--- config.mk ---
export PLATFORM = sky130hd
export DESIGN_NAME = frog_controller
export DESIGN_NICKNAME = d
export VERILOG_FILES = /design/src/rtl/frog_pkg.sv /design/src/rtl/button_edge_detect.sv /design/src/rtl/frog_controller.sv
export SDC_FILE = /design/constraint.sdc
export NUM_CORES = 1
export LEC_CHECK = 0
export ABC_AREA = 1
export BUFFER_PORTS_ARGS = -buffer_cell sky130_fd_sc_hd__buf_2
export CORE_MARGIN = 2
export CORE_UTILIZATION = 31
export DETAILED_ROUTE_END_ITERATION = 12
export HOLD_SLACK_MARGIN = 0.15
export SETUP_SLACK_MARGIN = 0.2
export SYNTH_ARGS = -nofsm -noshare
export SYNTH_HDL_FRONTEND = slang
export SYNTH_SLANG_ARGS = --single-unit
export TNS_END_PERCENT = 5
--- constraint.sdc ---
create_clock -name i_Clk -period 5.2 [get_ports i_Clk]
set_input_delay 0.78 -clock i_Clk [delete_from_list [all_inputs] [get_ports i_Clk]]
set_output_delay 0.78 -clock i_Clk [all_outputs]
set_load 0.01 [all_outputs]
--- src/rtl/frog_pkg.sv ---
`default_nettype none
// ============================================================================
// Module : frog_pkg -- shared geometry, spawn point and FSM encoding
// Rev    : 1.0
// ============================================================================
package frog_pkg;

    localparam int FROG_TILE_SIZE = 32;
    localparam int SCREEN_W       = 640;
    localparam int SCREEN_H       = 480;
    localparam int FROG_START_X   = 320;
    localparam int FROG_START_Y   = 448;

    typedef enum logic [1:0] {
        PLAY      = 2'd0,
        COOLDOWN  = 2'd1,
        DYING     = 2'd2,
        GAME_OVER = 2'd3
    } frog_state_t;

    function automatic int max_int(input int a, input int b);
        return (a > b) ? a : b;
    endfunction

endpackage
`default_nettype wire

--- src/rtl/button_edge_detect.sv ---
`default_nettype none
// ============================================================================
// Module : button_edge_detect -- one-cycle pulse on a low-to-high button edge
// Rev    : 1.0
// ============================================================================
module button_edge_detect (
    input  logic i_Clk,
    input  logic i_Rst_L,
    input  logic i_Button,
    output logic o_Press
);

    logic r_prev;

    always_ff @(posedge i_Clk) begin
        if (!i_Rst_L) begin
            r_prev <= 1'b0;
        end else begin
            r_prev <= i_Button;
        end
    end

    assign o_Press = i_Button & ~r_prev;

endmodule
`default_nettype wire

--- src/rtl/frog_controller.sv ---
`default_nettype none
// ============================================================================
// Module : frog_controller -- frog movement, lives, levels and death/respawn
//          Define FROG_WRAP_EN to wrap horizontal moves instead of clamping.
// Rev    : 1.0
// ============================================================================
module frog_controller
    import frog_pkg::*;
#(
    parameter int TILE_SIZE      = FROG_TILE_SIZE,
    parameter int START_X        = FROG_START_X,
    parameter int START_Y        = FROG_START_Y,
    parameter int LIVES          = 3,
    parameter int MOVE_COOLDOWN  = 2500000,
    parameter int RESPAWN_CYCLES = 25000000
) (
    input  logic       i_Clk,
    input  logic       i_Rst_L,
    input  logic       i_Up,
    input  logic       i_Down,
    input  logic       i_Left,
    input  logic       i_Right,
    input  logic       i_Has_Collided,
    output logic [9:0] o_Frog_X,
    output logic [8:0] o_Frog_Y,
    output logic [1:0] o_Lives,
    output logic [3:0] o_Level,
    output logic       o_Dying,
    output logic       o_Game_Over
);

    localparam int c_CNT_MAX = max_int(MOVE_COOLDOWN, RESPAWN_CYCLES);
    localparam int c_CNT_W   = (c_CNT_MAX > 1) ? $clog2(c_CNT_MAX) : 1;

    localparam logic [c_CNT_W-1:0] c_MOVE_LAST = c_CNT_W'(MOVE_COOLDOWN - 1);
    localparam logic [c_CNT_W-1:0] c_RESP_LAST = c_CNT_W'(RESPAWN_CYCLES - 1);
    localparam logic [c_CNT_W-1:0] c_CNT_ONE   = c_CNT_W'(1);
    localparam logic [9:0]         c_X_MAX     = 10'(SCREEN_W - TILE_SIZE);
    localparam logic [9:0]         c_TILE_X    = 10'(TILE_SIZE);
    localparam logic [8:0]         c_TILE_Y    = 9'(TILE_SIZE);
    localparam logic [9:0]         c_START_X   = 10'(START_X);
    localparam logic [8:0]         c_START_Y   = 9'(START_Y);
    localparam logic [1:0]         c_LIVES     = 2'(LIVES);

    // Bit order: [3]=Up, [2]=Down, [1]=Left, [0]=Right (priority high to low)
    logic [3:0] w_buttons;
    logic [3:0] w_press;
    logic       w_any_press;

    assign w_buttons   = {i_Up, i_Down, i_Left, i_Right};
    assign w_any_press = |w_press;

    for (genvar g = 0; g < 4; g++) begin : g_btn
        button_edge_detect u_edge (
            .i_Clk    (i_Clk),
            .i_Rst_L  (i_Rst_L),
            .i_Button (w_buttons[g]),
            .o_Press  (w_press[g])
        );
    end

    frog_state_t          r_state, w_next_state;
    logic [9:0]           r_x, w_next_x;
    logic [8:0]           r_y, w_next_y;
    logic [1:0]           r_lives, w_next_lives;
    logic [3:0]           r_level, w_next_level;
    logic                 r_dying, w_next_dying;
    logic                 r_game_over, w_next_game_over;
    logic [c_CNT_W-1:0]   r_cnt, w_next_cnt;

    // Candidate positions for each direction, already clamped or wrapped
    logic [8:0]  w_up_y;
    logic [9:0]  w_down_sum;
    logic [8:0]  w_down_y;
    logic [9:0]  w_left_x;
    logic [10:0] w_right_sum;
    logic [9:0]  w_right_x;

    assign w_up_y      = (r_y < c_TILE_Y) ? 9'd0 : (r_y - c_TILE_Y);
    assign w_down_sum  = {1'b0, r_y} + 10'(TILE_SIZE);
    assign w_down_y    = (w_down_sum > 10'(START_Y)) ? c_START_Y : w_down_sum[8:0];
    assign w_right_sum = {1'b0, r_x} + 11'(TILE_SIZE);

`ifdef FROG_WRAP_EN
    assign w_left_x  = (r_x < c_TILE_X) ? c_X_MAX : (r_x - c_TILE_X);
    assign w_right_x = (w_right_sum > {1'b0, c_X_MAX}) ? 10'd0 : w_right_sum[9:0];
`else
    assign w_left_x  = (r_x < c_TILE_X) ? 10'd0 : (r_x - c_TILE_X);
    assign w_right_x = (w_right_sum > {1'b0, c_X_MAX}) ? c_X_MAX : w_right_sum[9:0];
`endif

    always_ff @(posedge i_Clk) begin
        if (!i_Rst_L) begin
            r_state     <= PLAY;
            r_x         <= c_START_X;
            r_y         <= c_START_Y;
            r_lives     <= c_LIVES;
            r_level     <= 4'd0;
            r_dying     <= 1'b0;
            r_game_over <= 1'b0;
            r_cnt       <= '0;
        end else begin
            r_state     <= w_next_state;
            r_x         <= w_next_x;
            r_y         <= w_next_y;
            r_lives     <= w_next_lives;
            r_level     <= w_next_level;
            r_dying     <= w_next_dying;
            r_game_over <= w_next_game_over;
            r_cnt       <= w_next_cnt;
        end
    end

    always_comb begin
        w_next_state     = r_state;
        w_next_x         = r_x;
        w_next_y         = r_y;
        w_next_lives     = r_lives;
        w_next_level     = r_level;
        w_next_dying     = r_dying;
        w_next_game_over = r_game_over;
        w_next_cnt       = r_cnt;

        // Collision outranks any press; the position stays frozen where it hit
        if ((r_state == PLAY || r_state == COOLDOWN) && i_Has_Collided) begin
            w_next_cnt = '0;
            if (r_lives > 2'd1) begin
                w_next_lives = r_lives - 2'd1;
                w_next_dying = 1'b1;
                w_next_state = DYING;
            end else begin
                w_next_lives     = 2'd0;
                w_next_game_over = 1'b1;
                w_next_state     = GAME_OVER;
            end
        end else begin
            unique case (r_state)
                PLAY: begin
                    if (w_any_press) begin
                        if (w_press[3])      w_next_y = w_up_y;
                        else if (w_press[2]) w_next_y = w_down_y;
                        else if (w_press[1]) w_next_x = w_left_x;
                        else                 w_next_x = w_right_x;
                        w_next_cnt   = '0;
                        w_next_state = COOLDOWN;
                    end
                end
                COOLDOWN: begin
                    // Reaching the top row scores a level one edge after the move
                    if (r_y == 9'd0) begin
                        w_next_x     = c_START_X;
                        w_next_y     = c_START_Y;
                        w_next_level = (r_level == 4'hF) ? r_level : (r_level + 4'd1);
                    end
                    if (r_cnt == c_MOVE_LAST) begin
                        w_next_cnt   = '0;
                        w_next_state = PLAY;
                    end else begin
                        w_next_cnt = r_cnt + c_CNT_ONE;
                    end
                end
                DYING: begin
                    if (r_cnt == c_RESP_LAST) begin
                        w_next_cnt   = '0;
                        w_next_x     = c_START_X;
                        w_next_y     = c_START_Y;
                        w_next_dying = 1'b0;
                        w_next_state = PLAY;
                    end else begin
                        w_next_cnt = r_cnt + c_CNT_ONE;
                    end
                end
                GAME_OVER: begin
                    if (w_any_press) begin
                        w_next_lives     = c_LIVES;
                        w_next_level     = 4'd0;
                        w_next_x         = c_START_X;
                        w_next_y         = c_START_Y;
                        w_next_game_over = 1'b0;
                        w_next_cnt       = '0;
                        w_next_state     = PLAY;
                    end
                end
            endcase
        end
    end

    assign o_Frog_X    = r_x;
    assign o_Frog_Y    = r_y;
    assign o_Lives     = r_lives;
    assign o_Level     = r_level;
    assign o_Dying     = r_dying;
    assign o_Game_Over = r_game_over;

endmodule
`default_nettype wire

==> results <==
- The count of unresolved DRC violations after routing is 0.
- Of all cell types, the one taking the most synthesized area is sky130_fd_sc_hd__dfxtp_1.
- The gate family responsible for the most delay along the worst path is simple AND/OR/NAND/NOR gates.
- The hold-fix buffer count after cts is 0.
- After clock tree synthesis, the setup repair step added 0 buffers.
- The via count of the first global-routing pass is around 3,200.
- The share of the clock period used by the worst path after layout is 0.416.
- Static timing analysis puts the maximum clock frequency at roughly 460 MHz.
- The effective utilization at floorplan is 0.320.
- The diode insertion count for antenna repair is 0.
- After the flow finishes, the layout carries non-filler instances totaling ~740.
- The number of gates given a new drive strength after cts is 0.
- Across the VDD grid, the largest voltage drop is between 0.15 and 0.2 mV.
- In this run the mean area of a mapped cell was 6.07 µm².
- The max-slew violation total from the final report was 0.
- The number of antenna violations at the first check in global routing is 0.
- The number of placed I/O pins is 34.
- The clock skew after layout is roughly 0.0043 ns.
- The adder-cell share of the synthesized area is 0.0393.
- The initialized floorplan defines 38 standard-cell rows.
- The later pin in the worst-skew pair is clocked with a latency of ~0.29 ns.
- The fraction of synthesized area in multiplexers is 0.
- Setup violations remaining at the end of the flow were counted as 0.
- Yosys mapped a number of flops with a built-in enable equal to 0.
- Setup repair after global routing left no endpoint under its margin.
- The H-tree depth is 2.
- By instance count, the cell type seen most on the critical path is sky130_fd_sc_hd__nand2_1.
- For this run, the leading register cell type out of synthesis is sky130_fd_sc_hd__dfxtp_1.
- The final design utilization is 0.350.
- The worst stage delay on the critical path is between 0.3 and 0.4 ns.
- Entering global routing, the biggest net connects 18 pins.
- The share of total power dissipated in combinational logic is 0.273.
- The die is between 100 and 150 µm tall.
- The power density over cell area is 266 nW/µm².
- The post-place setup slack is approximately 2.7 ns.
- The terminating pin of the worst hold path is o_Game_Over.
- Setup slack on the worst reg-to-reg path comes out at a little over 3 ns.
- The clock transition at the register clock pins on the worst setup and hold paths after CTS is approximately 0.070 ns.
- In this run, the number of DRC markers left after iteration 0 of detailed routing was between 100 and 150.
- The total of flip-flops plus latches after synthesis is 48.
- The slew at the pin closest to its max-slew limit is ~0.53 ns.
- The first global-routing pass estimated 14.6 mm of wire.
- During synthesis, Yosys emitted a total of 0 warnings.
- The startpoint identified for the worst hold timing path is o_Game_Over.
- The min-delay analysis places its worst path in the category flop to flop.
- The complex-gate fraction of the synthesized area is 0.0897.
- The switching fraction of total power is 0.350.
- The total overflow left after global routing is 0.
- The TritonCTS clock tree is done.
- Of the total synthesized cell area, the portion taken by XOR and XNOR cells is 0.0350.
- The startpoint of the most critical register-to-register path is r_state[1].
- The relative area change from synthesis to final layout is 9.25%.
- The run finished with clean final reports.
- Counting every sink on the clock net gives 48.
- Headroom to the max-slew limit came out at 0.649.
- The number of buffer cells added on primary ports is 23.
- The cell depth of the worst flop-to-flop path is 8.
- The commonest cells after synthesis are sky130_fd_sc_hd__nand2_1, sky130_fd_sc_hd__inv_1, sky130_fd_sc_hd__nor2_1, sky130_fd_sc_hd__nand3_1, sky130_fd_sc_hd__dfxtp_1.
- In this run the worst path has a maximum fanout of 17.
- The number of distinct standard cells referenced by the synthesized netlist is 32.
- The number of max-cap violations is 0.
- The pre-antenna-repair detailed-routing pass consisted of 5 iterations.
- The final estimated routing congestion in global placement is approximately 0.92.
- In this run, CTS created clock tree buffers numbering 5.
- The worst register-to-register path ends at o_Frog_X[6].
- At the worst endpoint, the required time is 5.38 ns.
- The final route contains 3,435 vias.
- The critical path is of the primary input to flop type.
- The number of instances in the synthesized netlist is around 580.
- The clock tree root buffer cell is sky130_fd_sc_hd__clkbuf_16.
- The nature of the critical path startpoint is a primary input.
- The final critical-path required period is approximately 2.2 ns.
- In this run the horizontal extent of the chip is ~110 µm.
- The number of cells on the worst hold path is 2.
- The slowest stage cell on the critical path is sky130_fd_sc_hd__nand2_2.
- The sequential share of power is 0.413.
- The analysis attributes to cell leakage a power of around 0.0017 µW.
- The area share of the largest cell type after synthesis is 0.274.
- The detailed placement HPWL is about 6.7 mm.
- The maximum buffer depth of the clock tree is 2.
- After synthesis, the largest family of logic cells by area is simple AND/OR/NAND/NOR gates.
- The floorplan step defined a die boundary enclosing 12,200 µm².
- The cell area after technology mapping is 3500 µm².
- The clock network fraction of design power is 0.314.
- In this run the remaining antenna-violating nets after routing total 0.
- The share of synthesized registers carrying an async set or reset is 0.
- The critical path startpoint is i_Up.
- After layout, the worst setup slack is 3.03 ns.
- Of the total synthesized cell area, the portion taken by AND, OR, NAND and NOR gates is 0.428.
- Together, buffers and inverters on the worst path number 1.
- The area of the core is 10,900 µm².
- The total global routing track utilization is 0.151.
- The number of endpoints with negative hold slack in the final report was 0.
- After detailed routing, the number of vias per cell comes to around 4.7.
- For this design the total switching power over the nets is roughly 360 µW.
- Walking the worst path, the cells encountered are buf_2 > nand2_1 > nand2_1 > nor2_1 > nand2_2 > nand2_1 > nor2_1 > nand2_1 > xor2_1 > nor2_1.
- The most common cell in the netlist is sky130_fd_sc_hd__nand2_1.
- The routed length per placed instance is between 10 and 15 µm.
- For this run, the register share of the synthesized area comes to 0.274.
- The fraction of layout instances using a drive strength above 1 is 0.0975.
- Yosys attributes the largest share of cell area to sky130_fd_sc_hd__dfxtp_1, sky130_fd_sc_hd__nand2_1, sky130_fd_sc_hd__inv_1.
- The setup TNS is 0 ns.
- The data arrival time of the worst path is 2.35 ns.
- The internal power contribution is roughly 660 µW.
- Including well taps, the total number of placed cells is around 730.
- The total detailed-routing wirelength is 8.65 mm.
- The critical path endpoint category is a flop.
- For this run, the post-layout net count is about 600.
- The number of filler cells placed in the layout is between 1,000 and 1,500.
-- power groups by stage --
stage,Sequential [µW],Clock (µW),Combinational [µW]
6_report,420,320,277
4_1_cts,420,330,280
3_5_place_dp,429,0,279
3_3_place_gp,428,0,278
5_1_grt,424,341,318
2_1_floorplan,427,0,220
-- registers in the layout, summed over array words and instances, names as in the netlist --
name / cells
g_btn.u_edge.r_prev: 4
o_Dying: 1
o_Frog_X: 5
o_Frog_Y: 4
o_Game_Over: 1
o_Level: 4
o_Lives: 2
r_cnt: 25
r_state: 2
-- routing by layer --
| metal | routed length [µm] | track usage |
|---|---|---|
| met1 | 4040 | 0.195 |
| met3 | 400 | 0.0229 |
| met5 | 0 | 0 |
| met4 | 92 | 0.0402 |
| met2 | 4110 | 0.262 |
-- final cells by class --
| class | instances | area [µm²] | share of cell area |
|---|---|---|---|
| multi-input combinational | 431 | 2110 | 0.552 |
| sequential | 48 | 961 | 0.251 |
| inverter | 85 | 319 | 0.0834 |
| tap | 140 | 175 | 0.0458 |
| clock buffer | 5 | 125 | 0.0327 |
| timing repair buffer | 24 | 123 | 0.0320 |
| clock inverter | 2 | 12.5 | 0.00327 |
-- cells in the final DEF, fill, tap and decap left out, drive strengths merged, types with 2 or more instances in the layout --
cell type and n:
o211ai 2, inv 85, xor2 12, dfxtp 48
nand4 16, xnor2 2, clkbuf 5, nand3 51
nor3 6, buf 24, o21ai 23, a21oi 27
nand3b 2, a31oi 2, nor2 97, conb 10
nand2 165, ha 11
-- metrics by stage --
stage	power, µW	cell area [µm²]	hold WS (ns)
floorplan	646	3540	0.461
global placement	705	3690	0.459
detailed placement	707	3690	0.453
CTS	1030	3830	0.466
global route	1080	3830	0.504
finish	1020	3830	0.468
-- cell families (layout without fill, tap and decap cells) --
family / Yosys count / count (layout)
AND/OR/NAND/NOR: 338 / 338
buffers and inverters: 107 / 116
AO/OA/AOI/OAI: 58 / 58
flip-flops: 48 / 48
XOR/XNOR: 14 / 14
adder cells (fa/ha/maj): 11 / 11
other: 1 / 10
-- tightest hold or removal path, stage by stage (launching register included) --
cell	delay, ns
sky130_fd_sc_hd__dfxtp_1	0.32
sky130_fd_sc_hd__inv_1	0.05
sky130_fd_sc_hd__a21oi_1	0.05
-- worst max-delay path by stage --
stage / cells after the start / slack [ns] / end
after floorplan: 8 / 3.25 / r_cnt[7]
after global routing: 10 / 2.76 / r_cnt[21]
after global placement: 10 / 2.80 / r_cnt[21]
after CTS: 10 / 3.05 / r_cnt[21]
after detailed placement: 10 / 2.74 / r_cnt[21]
final: 10 / 3.03 / r_cnt[21]
No activity file was read; power rests on OpenSTA's default activity.
